==> config.mk <==
export PLATFORM = sky130hd
export DESIGN_NAME = mem_arbiter
export DESIGN_NICKNAME = d
export VERILOG_FILES = /design/src/rtl/mem_arbiter.sv
export SDC_FILE = /design/constraint.sdc
export NUM_CORES = 1
export LEC_CHECK = 0
export ABC_AREA = 1
export CAP_MARGIN = 20
export CORE_AREA = 2 2 638 640
export CTS_CLUSTER_DIAMETER = 30
export DETAILED_ROUTE_END_ITERATION = 6
export DIE_AREA = 0 0 640 642
export GPL_ROUTABILITY_DRIVEN = 1
export GPL_TIMING_DRIVEN = 1
export RECOVER_POWER = 50
export SYNTH_ARGS = -nofsm -noshare
export SYNTH_HDL_FRONTEND = slang
export SYNTH_SLANG_ARGS = --single-unit
==> constraint.sdc <==
create_clock -name clk_i -period 2.59 [get_ports clk_i]
set_clock_uncertainty 0.05 [all_clocks]
set_input_delay 0.518 -clock clk_i [delete_from_list [all_inputs] [get_ports clk_i]]
set_output_delay 0.518 -clock clk_i [all_outputs]
set_load 0.03 [all_outputs]
==> src/rtl/mem_arbiter.sv <==
// mem_arbiter: two-master arbiter in front of the single off-chip line memory.
// Master 0 is the icache refill port and master 1 is the dcache controller.
// One line transaction is granted at a time, and the grant is held until memory acks.
// Optional macro ARB_RR_EN: round-robin tie-break between the two masters.
// When the macro is undefined, the dcache always wins a tie.
module mem_arbiter #(
  parameter int unsigned ADDR_W = 32,
  parameter int unsigned DATA_W = 256
) (
  input  logic              clk_i,
  input  logic              rst_i,
  input  logic              m0_enable_i,
  input  logic              m0_write_i,
  input  logic [ADDR_W-1:0] m0_addr_i,
  input  logic [DATA_W-1:0] m0_data_i,
  output logic              m0_ack_o,
  output logic [DATA_W-1:0] m0_data_o,
  input  logic              m1_enable_i,
  input  logic              m1_write_i,
  input  logic [ADDR_W-1:0] m1_addr_i,
  input  logic [DATA_W-1:0] m1_data_i,
  output logic              m1_ack_o,
  output logic [DATA_W-1:0] m1_data_o,
  output logic              mem_enable_o,
  output logic              mem_write_o,
  output logic [ADDR_W-1:0] mem_addr_o,
  output logic [DATA_W-1:0] mem_data_o,
  input  logic [DATA_W-1:0] mem_data_i,
  input  logic              mem_ack_i,
  output logic [1:0]        grant_o
);

  typedef enum logic [1:0] {
    IDLE = 2'd0,
    GNT0 = 2'd1,
    GNT1 = 2'd2,
    REL  = 2'd3
  } state_t;

  state_t            state_q;
  state_t            state_d;
  logic              m1_wins_c;
  logic              take0_c;
  logic              take1_c;
  logic              ack_cycle_c;
  logic [DATA_W-1:0] m0_data_q;
  logic [DATA_W-1:0] m1_data_q;

`ifdef ARB_RR_EN
  logic last_grant_q;

  // On a tie, the master that was not served last wins.
  always_comb begin
    m1_wins_c = m1_enable_i & (~m0_enable_i | ~last_grant_q);
  end

  // Remember which master was granted most recently.
  always_ff @(posedge clk_i or negedge rst_i) begin
    if (!rst_i) begin
      last_grant_q <= 1'b0;
    end else if (take1_c) begin
      last_grant_q <= 1'b1;
    end else if (take0_c) begin
      last_grant_q <= 1'b0;
    end
  end
`else
  // Fixed priority: a dcache miss stalls the pipeline, so the dcache goes first.
  always_comb begin
    m1_wins_c = m1_enable_i;
  end
`endif

  // State register.
  always_ff @(posedge clk_i or negedge rst_i) begin
    if (!rst_i) begin
      state_q <= IDLE;
    end else begin
      state_q <= state_d;
    end
  end

  // Next-state logic. Requests are only looked at in IDLE.
  always_comb begin
    state_d = state_q;
    take0_c = 1'b0;
    take1_c = 1'b0;
    case (state_q)
      IDLE: begin
        if (m1_wins_c) begin
          state_d = GNT1;
          take1_c = 1'b1;
        end else if (m0_enable_i) begin
          state_d = GNT0;
          take0_c = 1'b1;
        end
      end
      GNT0, GNT1: begin
        if (mem_ack_i) begin
          state_d = REL;
        end
      end
      REL: begin
        state_d = IDLE;
      end
      default: begin
        state_d = IDLE;
      end
    endcase
  end

  // An ack only means anything while a grant is outstanding.
  always_comb begin
    ack_cycle_c = mem_ack_i & ((state_q == GNT0) | (state_q == GNT1));
  end

  // Memory-side request registers: captured on grant, frozen until ack.
  always_ff @(posedge clk_i or negedge rst_i) begin
    if (!rst_i) begin
      mem_enable_o <= 1'b0;
      mem_write_o  <= 1'b0;
      mem_addr_o   <= '0;
      mem_data_o   <= '0;
    end else if (take1_c) begin
      mem_enable_o <= 1'b1;
      mem_write_o  <= m1_write_i;
      mem_addr_o   <= m1_addr_i;
      mem_data_o   <= m1_data_i;
    end else if (take0_c) begin
      mem_enable_o <= 1'b1;
      mem_write_o  <= m0_write_i;
      mem_addr_o   <= m0_addr_i;
      mem_data_o   <= m0_data_i;
    end else if (ack_cycle_c) begin
      mem_enable_o <= 1'b0;
      mem_write_o  <= 1'b0;
    end
  end

  // Per-master read data. It updates even if the master has already dropped its request.
  always_ff @(posedge clk_i or negedge rst_i) begin
    if (!rst_i) begin
      m0_data_q <= '0;
      m1_data_q <= '0;
    end else if (ack_cycle_c) begin
      if (state_q == GNT0) begin
        m0_data_q <= mem_data_i;
      end else begin
        m1_data_q <= mem_data_i;
      end
    end
  end

  // Ack steering and read-data bypass. A master that has dropped its request gets no ack.
  always_comb begin
    m0_ack_o  = ack_cycle_c & (state_q == GNT0) & m0_enable_i;
    m1_ack_o  = ack_cycle_c & (state_q == GNT1) & m1_enable_i;
    m0_data_o = (ack_cycle_c && (state_q == GNT0)) ? mem_data_i : m0_data_q;
    m1_data_o = (ack_cycle_c && (state_q == GNT1)) ? mem_data_i : m1_data_q;
    grant_o   = {state_q == GNT1, state_q == GNT0};
  end

endmodule

# --- After elaboration in Yosys (flattened, before gate mapping) ---
# Cells that the tools add are included.
totals:
  register_bits: 804
  output_inout_bits: 806
classes:
  n_eq_ne: 5
  mux: 20
  bitwise: 7
  n_reduce_logical: 9
ops:
  columns: ["cell", "n"]
  rows:
  - ["$mux 256", 4]
  - ["$mux 32", 2]
  - ["$mux 1", 10]
  - ["$mux 2", 3]
  - ["$pmux 2 s3", 1]
  - ["$reduce_and 2->1", 3]
  - ["$and 1x1->1", 5]
  - ["$eq 2x2->1 const B", 2]
  - ["$ne 3x3->1 const B", 1]
  - ["$reduce_bool 3->1", 1]
  - ["$eq 2x1->1 const B", 1]
  - ["$logic_and 1x1->1", 2]
  - ["$logic_not 2->1", 1]
  - ["$ne 2x2->1 const B", 1]
  - ["$reduce_bool 2->1", 1]
  - ["$reduce_or 2->1", 1]
  - ["$not 1->1", 1]
  - ["$or 1x1->1", 1]

# --- Logic depth before layout (Yosys ltp) ---
# Gate-level depths: netlist (run 1).
logic_depth:
  ltp_word: 6
  depth_mapped: 10

# --- Worst setup path before layout (run 1) ---
# Ideal clock, no wire load.
synth_timing:
  kind: "flip-flop to output port"
  from: "reg state_q[0]"
  to: "out m1_data_o[100]"
  t_arrival_ps: 2037
  setup_slack_ps: -15
  path_stages_with_launch: 7
  n_path_buf: 2
  cell_sequence: "dfrtp_1 inv_1 ha_1 nand2_2 buf_2 clkbuf_1 o21ai_0"
synth_between:
  elab_chain_len: 5
synth_rtl:
  columns: ["element", "line_no", "rtl"]
  rows:
  - ["from (decl)", "40", "state_t state_q;"]
  - ["from (signal assigned)", "79", "state_q <= state_d;"]
  - ["$eq 2x2->1 *", null, null]
  - ["net grant_o[1]", "30", "output logic [1:0] grant_o"]
  - ["$or 1x1->1", "114", "ack_cycle_c = mem_ack_i & ((state_q == GNT0) | (state_q == GNT1));"]
  - ["$and 1x1->1", "114", null]
  - ["$logic_and 1x1->1 *", "159", "m1_data_o = (ack_cycle_c && (state_q == GNT1)) ? mem_data_i : m1_data_q;"]
  - ["$mux 256 *", "159", null]
  - ["to (decl)", "23", "output logic [DATA_W-1:0] m1_data_o,"]
# The timed path passes the listed nets; every way through them passes the cells marked *.

# --- Worst setup path after layout (run 1) ---
layout_timing:
  from: "reg state_q[1]"
  to: "out m0_data_o[250]"
layout_between:
  elab_chain_len: 5
layout_rtl:
  columns: ["element", "line_no", "rtl"]
  rows:
  - ["$eq 2x1->1 or $eq 2x2->1 (tied branches)", "114, 158", null]
  - ["$or 1x1->1", "114", null]
  - ["$and 1x1->1", "114", null]
  - ["$logic_and 1x1->1 *", "158", "m0_data_o = (ack_cycle_c && (state_q == GNT0)) ? mem_data_i : m0_data_q;"]
  - ["$mux 256 *", "158", null]
  - ["to (decl)", "17", "output logic [DATA_W-1:0] m0_data_o,"]
# Every way passes the cells marked *; elsewhere a longest branch is shown, timed or not.

==> results of run 1 <==
==> sequential cells by signal (all words and copies together), names as in the netlist <==
signal	cells
m0_data_q	256
mem_data_o	256
mem_enable_o	1
mem_addr_o	32
m1_data_q	256
mem_write_o	1
state_q	2
==> power by group through the flow <==
stage | Combinational, W | Clock (W) | Sequential (W)
2_1_floorplan | 0.0229 | 0 | 0.0251
3_3_place_gp | 0.0626 | 0 | 0.0215
3_5_place_dp | 0.0627 | 0 | 0.0216
4_1_cts | 0.0651 | 0.0333 | 0.0216
5_1_grt | 0.0701 | 0.0341 | 0.0225
6_report | 0.0661 | 0.0327 | 0.0218
==> metal layers <==
metal  GRT usage  wire length [um]  up-vias  part of all wire
met4      0.0557             13900       74             0.040
met3      0.0882             45500      640              0.13
met2       0.267            164000     2156              0.47
met1       0.173            126000    20300              0.36
met5           0               505        -            0.0014
li1            -                 -    18900                 -
==> placed cells by master (no fill, tap or decap), drive strengths merged, types with 2 or more instances in the layout <==
cell type,instances
buf,983
o21ai,769
clkinvlp,8
dfrtp,804
clkbuf,403
clkinv,54
bufinv,27
nand3,293
diode,42
bufbuf,2
nand2,2229
nor2,2
clkdlybuf4s50,975
inv,290
ha,5
==> final cells by class <==
type                       count  area (um2)  share of cell area
inverter                     266        1010              0.0134
sequential                   804       20100               0.267
multi-input combinational   3299       15600               0.206
clock inverter               113        1620              0.0214
tap                         5428        6790              0.0901
timing repair buffer        2010       22800               0.302
antenna                       42         105             0.00139
clock buffer                 354        7410              0.0982
==> kinds of logic after synthesis <==
group                    Yosys count  share of synthesized area
AND/OR/NAND/NOR                 2524                      0.271
AO/OA/AOI/OAI                    769                      0.106
buffers and inverters            594                     0.0693
adder cells (fa/ha/maj)            5                    0.00172
flip-flops                       804                      0.553
==> metrics by stage <==
step	TNS, ps	cell area, um2
after floorplan	-3280	36400
after global placement	-191440	62500
after detailed placement	-188660	62500
after CTS	-364600	73300
after global routing	-420430	75400
final	-296000	75400
==> path summary, 6_finish.rpt <==
kind / end / slack [ps] / cells past startpoint
worst max-delay path: m0_data_o[250] / -760 / 7
worst min-delay path: state_q[1] / 140 / 5
worst max register to register: m1_data_q[212] / -10 / 10
worst min register to register: mem_data_o[242] / 420 / 2
max in group asynchronous: m0_data_q[192] / 20 / 4
min in group asynchronous: m0_data_q[82] / 680 / 2
==> worst reg2reg max path, cell delays in order (launching register included) <==
cell      delay (ps)
dfrtp_1          370
inv_2            120
ha_4             220
nand2_4           80
inv_6             50
buf_4            130
nand2_2          460
clkbuf_2         560
buf_12           320
nand2_1          120
o21ai_0          100
==> repair_timing <==
action | in CTS | in global routing
setup buffers | 21 | 29
pin swaps | 3 | 5
endpoints found under the setup margin | 631 | 626
endpoints found under the hold margin | 21 | 0
cloned | 26 | 24
resized for setup | 385 | 474
hold buffers | 1 | 0
==> flow_summary_export.csv, run 1 <==
group,metric,value,unit
clocking,cts_buffers,262,
power,power_density,1600,nW/um2
clocking,clk_path_buf_depth,4,
job,maxCapViolCount,1,
global_route,track_usage,0.161,
floorplan,dieArea,411000,um2
sta,setup_ws,-760,ps
sta,slew_viol_final,32,
floorplan,die_x,640,um
yosys,synthesis.area,36400,um2
setup_path,critPathBufInv,4,
floorplan,coreArea,404000,um2
place,dp_hpwl,292000,um
routing,routed_wl,350000,um
setup_path,critPathTopFamily,"buffers and inverters",
sta,hold_violations,0,
yosys,synth_top_area_frac,0.553,
sta,rsz0062_at_grt,"true",
yosys,synth.ff_latch_count,804,
global_route,antenna_found_initial,172,
routing,ant_nets,0,
routing,vias,42000,
routing,wl_per_cell,28.4,um
place,post-place-cells,11700,
power,worst_ir_drop_vdd,1.02,mV
power,pwr-share-comb,0.548,
power,power.total,0.121,W
yosys,synth-async-reset-ratio,1.00,
clocking,h-tree-depth,5,
yosys,yosysSeqAreaShare,0.553,
final_layout,post-route-util,0.186,
final_layout,finalNonFillerCells,12300,
clocking,root_buffer,"clkbuf_16",
global_route,grt_pass1_vias,40800,
setup_path,cp-startpoint,"state_q[1]",
power,p_int,0.0658,W
floorplan,chipHeight,642,um
clocking,cts_tree,"done",
run_status,violations,"max-capacitance violations, max-slew violations, negative setup slack",
setup_path,cp-start-kind,"flip-flop",
place,port_buffers,1644,
routing,drt_pass1_iterations,6,
final_layout,drive_gt1_frac,0.254,
floorplan,start_util,0.0900,
place,gp_congestion,0.980,
setup_path,cp-end-kind,"output port",
yosys,yosys_warnings,0,
yosys,syn-num-nets,5540,
place,dp_slack,-707,ps
floorplan,row_count,234,
yosys,synth-edff-count,0,
sta,fmax,299,MHz
clocking,clock-sinks,804,
power,p_sw_frac,0.455,
final_layout,fillCellCount,44800,
min_path,worstHoldStart,"m1_enable_i",
floorplan,ios,1645,
setup_path,crit_chain,"inv_2 -> ha_2 -> nand2_4 -> buf_12 -> bufbuf_16 -> o21ai_0 -> buf_6",
sta,relSlewSlack,-0.232,
routing,drc,0,
sta,fin_crit_sh,1.29,
clocking,clk-insertion-delay-late,800,ps
setup_path,critical_path_class,"flip-flop to output port",
min_path,hold_path.class,"input pin to flip-flop",
global_route,grt_pass1_wl,433000,um
power,p_switching,0.0549,W
yosys,synth_area_leader_cell,"dfrtp_1",
final_layout,syn_to_final_growth,107,%
setup_path,worstPathArrival,2780,ps
yosys,syn_avg_cell_area,7.75,um2
routing,first_iter_violations,3187,
yosys,ys.flop_type,"dfrtp_1",
sta,holdWs,144,ps
sta,min_period,3350,ps
setup_path,r2r_start,"state_q[0]",
sta,setup_viol,575,
setup_path,required,2020,ps
global_route,grt_max_degree,89,
setup_path,cpMaxStageDelayCell,"o21ai_0",
power,p_clk_frac,0.271,
power,seq_power_share,0.181,
run_status,status,"finished, violations left",
final_layout,nets,7487,
yosys,yosysMostFrequentCell,"nand2_1",
power,p_leak,35.2,nW
yosys,postSynthCellCount,4696,
yosys,synth.distinct_cells,16,
yosys,synthTopCellsByArea,"dfrtp_1, nand2_1, o21ai_0",
setup_path,crit_path_max_fanout,14,
yosys,ys_top_cells_by_count,"nand2_1, dfrtp_1, o21ai_0",
clocking,clk_pin_slew,30,ps
setup_path,cp_slowest_stage_delay,480,ps
routing,routed_via_density,3.41,
global_route,gr-total-overflow,0,
sta,worstMarginPinSlew,1850,ps
(Power assumes the default switching activity.)
==> run 2, diff against run 1 <==
--- a/config.mk
+++ b/config.mk
@@ -7,10 +7,11 @@
 export LEC_CHECK = 0
 export ABC_AREA = 1
 export CAP_MARGIN = 20
-export CORE_AREA = 2 2 638 640
-export CTS_CLUSTER_DIAMETER = 30
+export CORE_AREA = 2 2 650 652
+export CTS_BUF_LIST = sky130_fd_sc_hd__clkbuf_8
+export CTS_CLUSTER_DIAMETER = 100
 export DETAILED_ROUTE_END_ITERATION = 6
-export DIE_AREA = 0 0 640 642
+export DIE_AREA = 0 0 652 654
 export GPL_ROUTABILITY_DRIVEN = 1
 export GPL_TIMING_DRIVEN = 1
 export RECOVER_POWER = 50
==> constraint.sdc (replaced) <==
create_clock -name clk_i -period 3.2 [get_ports clk_i]
set_clock_uncertainty 0.05 [all_clocks]
set_input_delay 0.64 -clock clk_i [delete_from_list [all_inputs] [get_ports clk_i]]
set_output_delay 0.64 -clock clk_i [all_outputs]
set_load 0.03 [all_outputs]
==> flow_summary_export.csv, run 2 (same netlist as run 1, synthesis figures left out) <==
group,metric,value,unit
power,p_sw_frac,0.505,
power,seq_power_share,0.210,
power,p_leak,32.5,nW
run_status,status,"finished, violations left",
place,gp_congestion,0.938,
setup_path,reg2reg_to,"mem_data_o[149]",
clocking,clk_pin_slew,60,ps
setup_path,critPathTopFamily,"buffers and inverters",
sta,worstMarginPinSlew,2770,ps
routing,drt_pass1_iterations,6,
setup_path,r2r_slack,780,ps
setup_path,critical_path_class,"flip-flop to output port",
clocking,cts_tree,"done",
sta,holdWs,205,ps
floorplan,chipHeight,654,um
min_path,hold_depth,3,
routing,vias,41200,
final_layout,reg_top3,"m0_data_q (256), m1_data_q (256), mem_data_o (256)",
setup_path,required,2510,ps
power,p_int,0.0413,W
final_layout,post-route-util,0.167,
sta,relSlewSlack,-0.849,
setup_path,cp-end-kind,"output port",
setup_path,cp-start-kind,"flip-flop",
setup_path,crit_path_max_fanout,18,
sta,setup_ws,-400,ps
min_path,worstHoldStart,"mem_data_i[195]",
power,power_density,1190,nW/um2
setup_path,r2r_cells,8,
sta,min_period,3600,ps
routing,wl_per_cell,28.4,um
floorplan,die_x,652,um
min_path,hold_path.class,"input pin to flip-flop",
power,p_clk_frac,0.142,
clocking,cts_buffers,161,
final_layout,syn_to_final_growth,92.0,%
clocking,clk_path_buf_depth,4,
clocking,clock-sinks,804,
global_route,track_usage,0.151,
floorplan,dieArea,426000,um2
setup_path,crit_top_cell,"buf_12",
floorplan,row_count,238,
setup_path,cpMaxStageDelayCell,"dfrtp_1",
routing,drc,0,
place,dp_hpwl,285000,um
routing,routed_via_density,3.39,
global_route,antenna_found_initial,154,
final_layout,final_common_cell,"nand2_1",
floorplan,coreArea,419000,um2
sta,fin_crit_sh,1.12,
routing,routed_wl,346000,um
sta,fmax,278,MHz
sta,hold_violations,0,
final_layout,nets,7344,
clocking,clk-insertion-delay-late,930,ps
run_status,violations,"max-capacitance violations, max-slew violations, negative setup slack",
power,p_switching,0.0421,W
global_route,gr-total-overflow,0,
final_layout,drive_gt1_frac,0.227,
setup_path,cp.depth,10,
place,placed_cell_area,61600,um2
power,pwr-share-comb,0.648,
clocking,root_buffer,"clkbuf_8",
global_route,grt_pass1_wl,419000,um
setup_path,cp-startpoint,"state_q[1]",
setup_path,cp_slowest_stage_delay,390,ps
setup_path,r2r_start,"state_q[1]",
global_route,grt_pass1_vias,38800,
final_layout,finalInstanceArea,69900,um2
setup_path,worstPathArrival,2910,ps
floorplan,ios,1645,
place,port_buffers,1644,
sta,setup_viol,593,
final_layout,final_cell_mix,"nand2_1, clkdlybuf4s50_1, dfrtp_1",
setup_path,critPathBufInv,6,
routing,ant_nets,0,
sta,slew_viol_final,60,
routing,first_iter_violations,3337,
power,worst_ir_drop_vdd,0.656,mV
setup_path,crit_chain,"inv_2 -> ha_4 -> nand2_4 -> inv_8 -> nand2_8 -> buf_16 -> buf_12 -> o21ai_2 -> buf_4 -> buf_12",
global_route,grt_max_degree,128,
clocking,h-tree-depth,4,
job,maxCapViolCount,1,
floorplan,start_util,0.0868,
sta,rsz0062_at_grt,"true",
min_path,hold_end,"m1_data_q[195]",
run 2: cell types whose count changed in the layout (fill, tap and decap cells not counted), sizes merged, moves of 6 or more:
cell           change
clkbuf           -138
clkdlybuf4s50     +63
inv               +16
diode             -10
buf              -118
clkinv            -25
clkinvlp           -6
bufinv            -17
run 2: worst max-delay path by stage:
stage,to,slack [ps]
2_1_floorplan,m1_data_o[100],470
6_report,m1_data_o[158],-400
3_5_place_dp,m1_data_o[158],-360
4_1_cts,m1_data_o[253],-560
3_3_place_gp,m1_data_o[158],-380
5_1_grt,m1_data_o[161],-530
run 2: timing repair:
action,CTS,global route
hold endpoints to repair,26,0
pin swaps,3,12
endpoints found under the setup margin,538,533
cloned,14,44
setup buffers,22,61
hold buffers,1,0
resized for setup,426,577
run 2: worst register-to-register path, delay by kind of cell (launching register included):
family | cells | cell delay (ps)
adders and majority gates | 1 | 310
buffers and inverters | 2 | 580
DFF | 1 | 410
and+or+nand+nor | 5 | 910
run 2: area by class of cell:
cell class / count / area, um2
flip-flops and latches: 804 / 20100
clock buffers: 203 / 2790
well taps: 5520 / 6910
fillers: 47200 / 349000
clock inverters: 81 / 653
inverters: 266 / 1010
diodes: 32 / 80.1
repair buffers: 1967 / 22500
multi-input cells: 3300 / 15800
run 2: per-stage QoR:
stage                     setup TNS, ps  std cells  total power [W]  worst slack, ps
after detailed placement         -24870      11700           0.0675             -356
final                           -127300      12200           0.0834             -400
after global placement           -19300      11700           0.0672             -375
after global routing            -242700      12200           0.0880             -530
after floorplan                       0       4696           0.0389              473
after CTS                       -230470      12000           0.0815             -565
run 2: metal layers:
layer | up-vias | part of all wire | track usage
met5 | - | 0.0013 | 0
met1 | 20100 | 0.35 | 0.160
li1 | 18500 | - | -
met4 | 70 | 0.038 | 0.0469
met2 | 2071 | 0.48 | 0.256
met3 | 543 | 0.13 | 0.0844
run 2: power by group through the flow:
stage | Sequential (W) | Clock (W) | Combinational [W]
6_report | 0.0175 | 0.0118 | 0.0541
4_1_cts | 0.0173 | 0.0123 | 0.0520
5_1_grt | 0.0180 | 0.0127 | 0.0574
3_3_place_gp | 0.0173 | 0 | 0.0499
2_1_floorplan | 0.0203 | 0 | 0.0186
3_5_place_dp | 0.0174 | 0 | 0.0501
